[src/rtl/game_ctrl_if.sv]
// Breakout sequencer bus: ball-engine/keyboard inputs and game status outputs.
// The master side is the ball engine/keyboard. The slave side is game_ctrl.
interface game_ctrl_if #(
   parameter int NUM_BLOCKS = 32
) ();

   logic [7:0]            keycode;
   logic [NUM_BLOCKS-1:0] Blocks;
   logic [1:0]            lives;
   logic                  Bar_Reset;
   logic                  Game_Reset;
   logic [1:0]            state;
   logic [15:0]           score;
   logic [15:0]           hi_score;
   logic                  banner_on;
   logic                  life_lost;

   modport master (
      output keycode, Blocks, lives, Bar_Reset,
      input  Game_Reset, state, score, hi_score, banner_on, life_lost
   );

   modport slave (
      input  keycode, Blocks, lives, Bar_Reset,
      output Game_Reset, state, score, hi_score, banner_on, life_lost
   );

endinterface

[src/rtl/game_ctrl.sv]
// Breakout game sequencer. It turns the ball-engine bitmap and lives into game
// state, a saturating score, a high score and a one-frame restart pulse.
module game_ctrl #(
   parameter int         NUM_BLOCKS    = 32,
   parameter int         PTS_PER_BLOCK = 10,
   parameter int         BANNER_FRAMES = 120,
   parameter logic [7:0] START_KEY     = 8'h2c,
   parameter logic [7:0] RESTART_KEY   = 8'h28
) (
   input  logic        frame_clk,
   input  logic        Reset,
   game_ctrl_if.slave  bus
);

   localparam int CNT_W = $clog2(BANNER_FRAMES + 1);
   localparam int PC_W  = $clog2(NUM_BLOCKS + 1);

   typedef enum logic [1:0] {
      IDLE = 2'd0,
      PLAY = 2'd1,
      OVER = 2'd2,
      WIN  = 2'd3
   } state_t;

   state_t                state_q, state_next;
   logic [15:0]           score_q, score_next;
   logic [15:0]           hi_q, hi_next;
   logic [CNT_W-1:0]      cnt_q, cnt_next;
   logic [NUM_BLOCKS-1:0] prev_blocks_q, prev_blocks_next;
   logic [7:0]            prev_key_q;
   logic                  game_reset_q, game_reset_next;
   logic                  life_lost_q, life_lost_next;
   logic                  banner_q, banner_next;

   logic [NUM_BLOCKS-1:0] cleared;
   logic [PC_W-1:0]       cleared_cnt;
   logic [31:0]           score_sum;
   logic [15:0]           score_play;
   logic                  start_hit, restart_hit, banner_done;

   function automatic logic [PC_W-1:0] popcount(input logic [NUM_BLOCKS-1:0] v);
      logic [PC_W-1:0] c;
      c = '0;
      for (int i = 0; i < NUM_BLOCKS; i++) c = c + PC_W'(v[i]);
      return c;
   endfunction

   // A key counts only on the frame it first appears, so holding it fires once.
   assign start_hit   = (bus.keycode == START_KEY)   && (prev_key_q != START_KEY);
   assign restart_hit = (bus.keycode == RESTART_KEY) && (prev_key_q != RESTART_KEY);
   assign banner_done = (cnt_q == CNT_W'(BANNER_FRAMES));

   assign cleared     = prev_blocks_q & ~bus.Blocks;
   assign cleared_cnt = popcount(cleared);
   assign score_sum   = 32'(score_q) + 32'(PTS_PER_BLOCK) * 32'(cleared_cnt);
   assign score_play  = (score_sum > 32'h0000_FFFF) ? 16'hFFFF : score_sum[15:0];

   always_comb begin
      state_next       = state_q;
      score_next       = score_q;
      hi_next          = hi_q;
      cnt_next         = cnt_q;
      prev_blocks_next = prev_blocks_q;
      game_reset_next  = 1'b0;
      life_lost_next   = 1'b0;
      case (state_q)
         IDLE: begin
            prev_blocks_next = bus.Blocks;
            if (start_hit) state_next = PLAY;
         end
         PLAY: begin
            score_next       = score_play;
            prev_blocks_next = bus.Blocks;
            life_lost_next   = bus.Bar_Reset;
            // The final frame's points are folded into the high score on exit.
            if (bus.Blocks == '0 || bus.lives == 2'd0) begin
               state_next = (bus.Blocks == '0) ? WIN : OVER;
               hi_next    = (score_play > hi_q) ? score_play : hi_q;
               cnt_next   = '0;
            end
         end
         OVER, WIN: begin
            if (restart_hit && banner_done) begin
               game_reset_next = 1'b1;
               score_next      = 16'd0;
               state_next      = IDLE;
            end else if (!banner_done) begin
               cnt_next = cnt_q + CNT_W'(1);
            end
         end
         default: state_next = IDLE;
      endcase
      banner_next = (state_next == OVER) || (state_next == WIN);
   end

   always_ff @(posedge frame_clk or posedge Reset) begin
      if (Reset) begin
         state_q       <= IDLE;
         score_q       <= 16'd0;
         hi_q          <= 16'd0;
         cnt_q         <= '0;
         prev_blocks_q <= '0;
         prev_key_q    <= 8'd0;
         game_reset_q  <= 1'b0;
         life_lost_q   <= 1'b0;
         banner_q      <= 1'b0;
      end else begin
         state_q       <= state_next;
         score_q       <= score_next;
         hi_q          <= hi_next;
         cnt_q         <= cnt_next;
         prev_blocks_q <= prev_blocks_next;
         prev_key_q    <= bus.keycode;
         game_reset_q  <= game_reset_next;
         life_lost_q   <= life_lost_next;
         banner_q      <= banner_next;
      end
   end

   assign bus.state      = state_q;
   assign bus.score      = score_q;
   assign bus.hi_score   = hi_q;
   assign bus.Game_Reset = game_reset_q;
   assign bus.life_lost  = life_lost_q;
   assign bus.banner_on  = banner_q;

endmodule

[src/flat_wrapper.sv]
// flat-port wrapper written by rule: the top's interface ports become plain ports
module game_ctrl_flat 
#(
   parameter int         NUM_BLOCKS    = 32,
   parameter int         PTS_PER_BLOCK = 10,
   parameter int         BANNER_FRAMES = 120,
   parameter logic [7:0] START_KEY     = 8'h2c,
   parameter logic [7:0] RESTART_KEY   = 8'h28
)
  (frame_clk, Reset, bus_keycode, bus_Blocks, bus_lives, bus_Bar_Reset, bus_Game_Reset, bus_state, bus_score, bus_hi_score, bus_banner_on, bus_life_lost);
  game_ctrl_if #(.NUM_BLOCKS(NUM_BLOCKS)) bus_i ();
  input  logic frame_clk;
  input  logic Reset;
  input wire logic [$bits(bus_i.keycode)-1:0] bus_keycode;
  input wire logic [$bits(bus_i.Blocks)-1:0] bus_Blocks;
  input wire logic [$bits(bus_i.lives)-1:0] bus_lives;
  input wire logic [$bits(bus_i.Bar_Reset)-1:0] bus_Bar_Reset;
  output wire logic [$bits(bus_i.Game_Reset)-1:0] bus_Game_Reset;
  output wire logic [$bits(bus_i.state)-1:0] bus_state;
  output wire logic [$bits(bus_i.score)-1:0] bus_score;
  output wire logic [$bits(bus_i.hi_score)-1:0] bus_hi_score;
  output wire logic [$bits(bus_i.banner_on)-1:0] bus_banner_on;
  output wire logic [$bits(bus_i.life_lost)-1:0] bus_life_lost;
  assign bus_i.keycode = bus_keycode;
  assign bus_i.Blocks = bus_Blocks;
  assign bus_i.lives = bus_lives;
  assign bus_i.Bar_Reset = bus_Bar_Reset;
  assign bus_Game_Reset = bus_i.Game_Reset;
  assign bus_state = bus_i.state;
  assign bus_score = bus_i.score;
  assign bus_hi_score = bus_i.hi_score;
  assign bus_banner_on = bus_i.banner_on;
  assign bus_life_lost = bus_i.life_lost;
  game_ctrl #(.NUM_BLOCKS(NUM_BLOCKS), .PTS_PER_BLOCK(PTS_PER_BLOCK), .BANNER_FRAMES(BANNER_FRAMES), .START_KEY(START_KEY), .RESTART_KEY(RESTART_KEY)) u_core (.frame_clk(frame_clk), .Reset(Reset), .bus(bus_i));
endmodule
[config.mk]
export PLATFORM = sky130hd
export DESIGN_NAME = game_ctrl_flat
export DESIGN_NICKNAME = d
export VERILOG_FILES = /design/src/rtl/game_ctrl_if.sv /design/src/rtl/game_ctrl.sv /design/src/flat_wrapper.sv
export SDC_FILE = /design/constraint.sdc
export NUM_CORES = 1
export LEC_CHECK = 0
export BUFFER_PORTS_ARGS = -buffer_cell sky130_fd_sc_hd__buf_2
export CAP_MARGIN = 20
export CORE_MARGIN = 4
export CORE_UTILIZATION = 40
export DETAILED_ROUTE_END_ITERATION = 6
export PLACE_DENSITY_LB_ADDON = 0.15
export SLEW_MARGIN = 10
export SYNTH_ARGS = -nofsm -noshare
export SYNTH_HDL_FRONTEND = slang
export SYNTH_SLANG_ARGS = --single-unit
export TNS_END_PERCENT = 5
[constraint.sdc]
create_clock -name frame_clk -period 24.6 [get_ports frame_clk]
set_input_delay 0 -clock frame_clk [delete_from_list [all_inputs] [get_ports frame_clk]]
set_output_delay 0 -clock frame_clk [all_outputs]
set_load 0.01 [all_outputs]
**After elaboration in Yosys (flattened, before gate mapping)**

Index checks and enable logic that the tools add are counted.

- Register bits: 84
- Output and inout bits: 37
- Logic and storage cells: 90

- $add $sub $neg: 33
- Multipliers: 1
- Order comparisons: 2
- Equality and inequality tests: 14
- Muxes and demuxes: 15
- Bitwise logic cells: 2
- Reductions and logical operators: 14

Operators with widths:

| operator | count |
|---|---|
| 6-bit by 1-bit adder with 6-bit output | 30 |
| 32-bit bitwise AND | 1 |
| 32-bit by 16-bit greater-than comparator with 1-bit output, second input constant | 1 |
| 32-bit zero test | 1 |
| 16-bit two-way mux | 2 |
| 32-bit inverter | 1 |
| 16-bit one-hot mux with 2 select lines | 1 |
| 7-bit two-way mux | 3 |
| 16-bit by 10-bit adder with 17-bit output | 1 |
| 8-bit by 6-bit == test with 1-bit output, second input constant | 2 |
| 16-bit greater-than comparator | 1 |
| 8-bit by 6-bit inequality test with 1-bit output, second input constant | 2 |
| 7-bit one-hot mux with 2 select lines | 1 |
| 3-bit by 6-bit multiplier with 9-bit output, first input constant | 1 |
| 2-bit == test, second input constant | 4 |
| 7-bit by 1-bit adder with 7-bit output, second input constant | 1 |
| 7-bit == test, second input constant | 1 |
| 2-bit two-way mux | 3 |
| 2-bit one-hot mux with 3 select lines | 1 |
| 2-bit zero test | 2 |
| 1-bit two-way mux | 4 |
| 2-bit by 1-bit inequality test with 1-bit output, second input constant | 2 |
| 2-bit inequality test, second input constant | 2 |
| 4-bit AND reduction | 1 |
| other kinds (8) | 12 |

**Longest topological paths before layout**

- Word-level depth: 39
- Gate-level depth with buffers: 39
- Depth with buffers taken out: 37

**Least setup slack after synthesis**

Ideal clock, no wire load.

- Kind: register to register
- From: register u_core.prev_blocks_q[0]
- To: register u_core.hi_q[15], in the netlist u_core.bus.hi_score[15]
- Library setup time: 0.125 ns
- Arrival time: 9.542 ns
- Slack: 14.933 ns
- Cell stages (with the launch flop): 38
- Buffers on the path: 3
- Period minus slack after synthesis: 9.667 ns
- Cell sequence: dfrtp_1 nor2b_1 ha_1 inv_1 fa_1 fa_1 fa_1 fa_1 fa_1 inv_1 fa_1 fa_1 inv_1 fa_1 inv_1 a21o_1 a21oi_1 xnor2_1 [... 2 more ...] a21o_1 a21oi_1 xnor2_1 ha_1 nand2_1 a2111o_1 or2_2 buf_2 o21ai_1 ha_1 a21oi_1 o21ai_2 a2111oi_4 a211oi_1 o311a_1 buf_6 buf_12 mux2_4

- Word-level cells in the longest chain between the ends: 38

Ends and longest elaborated chain:

| what | RTL line | source |
|---|---|---|
| from (decl) | game_ctrl.sv:29 | `logic [NUM_BLOCKS-1:0] prev_blocks_q, prev_blocks_next;` |
| from (signal assigned) | game_ctrl.sv:112 | `prev_blocks_q <= prev_blocks_next;` |
| 32-bit bitwise AND (*) | game_ctrl.sv:53 | `assign cleared = prev_blocks_q & ~bus.Blocks;` |
| 1-bit by 1-bit adder with 2-bit output (*) | game_ctrl.sv:44 | `for (int i = 0; i < NUM_BLOCKS; i++) c = c + PC_W'(v[i]);` |
| 6-bit by 1-bit adder with 6-bit output (*) (30 in a row) | game_ctrl.sv:44 |  |
| 3-bit by 6-bit multiplier with 9-bit output (*) | game_ctrl.sv:55 | `assign score_sum = 32'(score_q) + 32'(PTS_PER_BLOCK) * 32'(cleared_cnt);` |
| 16-bit by 10-bit adder with 17-bit output (*) | game_ctrl.sv:55 |  |
| 32-bit by 16-bit greater-than comparator with 1-bit output | game_ctrl.sv:56 | `assign score_play = (score_sum > 32'h0000_FFFF) ? 16'hFFFF : score_sum[15:0];` |
| 16-bit two-way mux (*) | game_ctrl.sv:56 |  |
| net u_core.score_play[9] | game_ctrl.sv:38 | `logic [15:0] score_play;` |
| 16-bit greater-than comparator (*) | game_ctrl.sv:78 | `hi_next = (score_play > hi_q) ? score_play : hi_q;` |
| 3-bit AND reduction (no line) (*) | n/a |  |
| to (signal assigned) | game_ctrl.sv:110 | `hi_q <= hi_next;` |
| to (decl) | game_ctrl.sv:27 | `logic [15:0] hi_q, hi_next;` |

The timed path passes the listed nets; every way through them passes the cells marked *.
A chain may end at the register's enable or synchronous reset.

**Final worst setup path**

- From: register u_core.prev_blocks_q[0]
- To: register u_core.hi_q[10], in the netlist u_core.bus.hi_score[10]

The elaborated chain is that of the path after synthesis.

==> summary.md <==
| Metric | Value |
|---|---|
| Status | `complete, no violations` |
| CP most frequent cell | `fa_1` |
| Final min period | `10.52 ns` |
| Worst path slowest cell | `o311a_1` |
| IO Pins | `82` |
| Final WL | `12.1 mm` |
| DIE AREA | `15800 um2` |
| WS Path Type | `register to register` |
| FF/Latch Area | `2100 um2` |
| Flop2flop setup slack | `14.08 ns` |
| Worst R2R Path Depth | `35` |
| Synthesis Warnings | `0` |
| Fin crit share | `42.8%` |
| Relative slew slack | `36.8%` |
| TNS Setup | `0 ns` |
| Critical Path RT | `24.84 ns` |
| Post-detail-place hpwl | `9.10 mm` |
| Max Slew Vio Count | `0` |
| RR Endpoint | `u_core.bus.hi_score[10]` |
| Worst-path clk slew | `0.06 ns` |
| Multi-input logic area | `3150 um2` |
| Vias per cell | `4.97` |
| Top FF cell, synth | `dfrtp_1` |
| Clock skew | `0.00736 ns` |
| Antenna cell count | `0` |
| Hold Path Depth | `4` |
| Hold Path Class | `input pin to register` |
| Synthesized area | `5540 um2` |
| Final setup violation count | `0` |
| Iter 0 DRT Violations | `197` |
| RSZ-0062 raised after global routing | `no` |
| Antenna violations before repair | `0` |
| RePlAce Congestion | `0.817` |
| Clk root buf | `clkbuf_16` |
| Arr. time, crit path | `10.76 ns` |
| Register area share after synthesis | `37.9%` |
| Clk buf depth | `2` |
| Layout cells sized above 1 | `24.7%` |
| Total core area | `13400 um2` |
| DR WL/cell | `14.8 um` |
| Largest net degree at the start of global routing | `85` |
| Worst-Margin Slew | `0.948 ns` |
| Critical Path Max Stage Delay | `0.83 ns` |
| Die H | `126 um` |
| Layout Nets | `751` |
| Port Buf Inserts | `81` |
| Die X | `126 um` |
| Remaining antenna violation count | `0` |
| Via count | `4059` |
| Max H-tree Level | `3` |
| FP Rows | `42` |
| Clock sinks | `84` |
| Worst setup EP type | `register` |
| Tot GR Track Use | `16.3%` |
| CTS tree | `yes` |
| # DRC | `0` |
| Synth Area per Inst | `10.9 um2` |
| Top delay family on crit path | `adder cells` |
| Crit path to | `u_core.bus.hi_score[10]` |
| Synth unique cells | `58` |
| CP max FO | `16` |
| Fmax | `0.0950 GHz` |
| Net count after synthesis | `623` |
| Global-route wire length before repair | `21.1 mm` |
| # fillers | `1209` |
| Hold Fails Final Rpt | `0` |
| Grt ovf | `0` |
| Vias in the first global route | `4249` |
| RR Startpoint | `u_core.prev_blocks_q[0]` |
| Seq cells post-synth | `84` |
| Worst-Skew Late Latency | `0.35 ns` |
| Crit path buf inv count | `4` |
| Ys async rst share | `100%` |
| Max_cap viols | `0` |
| Number of buffers created by CTS | `9` |
| Number of synthesized flops with an enable pin | `0` |
| CP Depth | `35` |
| Startpoint Class | `register` |
| Synth-to-layout area growth | `24.8%` |
| CP Launch Point | `u_core.prev_blocks_q[0]` |
| Post-Syn Instances | `507` |
| DRT Pass-1 Iters | `4` |
| Initial Util | `41.4%` |
[stage by stage]
stage	cells	cell area [um2]	setup slack [ns]	utilization (%)	hold WS, ns
2_1_floorplan	507	5540	14.93	-	0.0314
6_report	816	6920	14.08	51.6	0.277
3_5_place_dp	755	6120	14.01	45.7	0.122
4_1_cts	814	6880	14.02	51.3	0.0408
5_1_grt	816	6920	13.39	51.6	0.309
3_3_place_gp	755	6120	14.32	45.7	0.118
[worst min-delay path, cell delays in order]
cell	delay, ns
buf_2	0.10
nor2_1	0.04
o21a_1	0.31
nor2_1	0.14
[worst min path at each step]
| stage | from | endpoint | slack [ns] |
|---|---|---|---|
| after floorplan | bus_keycode[0] | u_core.prev_key_q[0] | 0.03 |
| after global placement | bus_keycode[3] | u_core.prev_key_q[3] | 0.12 |
| after detailed placement | bus_keycode[3] | u_core.prev_key_q[3] | 0.12 |
| after CTS | Reset | u_core.prev_key_q[0] | 0.04 |
| after global routing | bus_lives[0] | u_core.cnt_q[2] | 0.31 |
| final | bus_lives[0] | u_core.cnt_q[2] | 0.28 |
[flip-flops by register name, summed over array words and instances (netlist names)]
signal and count:
u_core.bus.score 16, u_core.prev_key_q 8, u_core.prev_blocks_q 32, u_core.bus.banner_on 1, u_core.bus.Game_Reset 1, u_core.bus.state 2
u_core.bus.life_lost 1, u_core.bus.hi_score 16, u_core.cnt_q 7
[what timing repair did]
item / in CTS / in global routing
endpoints found under the hold margin: 45 / 37
hold buffers: 43 / 1
gates resized for setup: 0 / 0
setup buffers: 0 / 0
[kinds of logic (layout without fill, tap and decap cells)]
family	after synthesis	after routing	share of synthesized area, %
simple gates	137	137	14.1
flops	84	84	37.9
compound gates	78	78	9.93
fa+ha+maj	71	71	19.5
buf+inv	70	203	5.21
mux	51	51	10.8
xor+xnor	16	16	2.53
[synth_stat cells (all sizes together), types with 5 or more instances]
cell    number  area, um2
xor2         8       70.1
o21a         5       37.5
clkbuf       7       26.3
xnor2        8       70.1
dfrtp       84       2100
a22o        11       96.3
ha          45        563
a21oi       22        114
nor2        20       75.1
o21ai       12       63.8
nand4       13       81.3
inv         58        218
nand2       24       90.1
nand2b      22        138
nand3        5       25.0
buf          5       45.0
mux2        47        559
nor3         6       30.0
nor2b       22        138
fa          26        521
a21o         8       60.1
nor4         8       50.1
[per-layer routing]
metal / up-vias / routed length [um] / track usage [%]
met5: - / 0 / 0
met4: 0 / 195 / 4.98
met3: 13 / 404 / 3.56
met2: 61 / 5550 / 25.4
met1: 1973 / 5970 / 23.0
li1: 2012 / - / -
[area by class of cell]
class / instances / share of cell area, %
Timing Repair Buffer: 129 / 13.0
Sequential cell: 84 / 30.4
Inverter: 58 / 3.17
Clock buffer: 10 / 3.46
Tap cell: 176 / 3.18
Clock inverter: 6 / 1.27
Multi-Input combinational cell: 353 / 45.6
[placed cells by master, fill, tap and decap left out, types with 5 or more instances in the layout]
master	instances
inv_1	57
o21a_1	5
nor2_1	20
a22o_1	11
clkbuf_16	9
nand2_1	24
fa_1	26
dfrtp_1	84
mux2_2	39
nor3_1	6
ha_1	45
mux2_4	8
a21o_1	8
xor2_1	8
nor2b_1	22
o21ai_0	10
nand4_1	13
a21oi_1	21
nor4_1	8
dlygate4sd3_1	44
buf_2	81
nand2b_1	22
nand3_1	5
xnor2_1	8
Power is left out: the tool's default activity adds up to more than one toggle a clock period on the data nets, which glitch-free logic cannot reach.
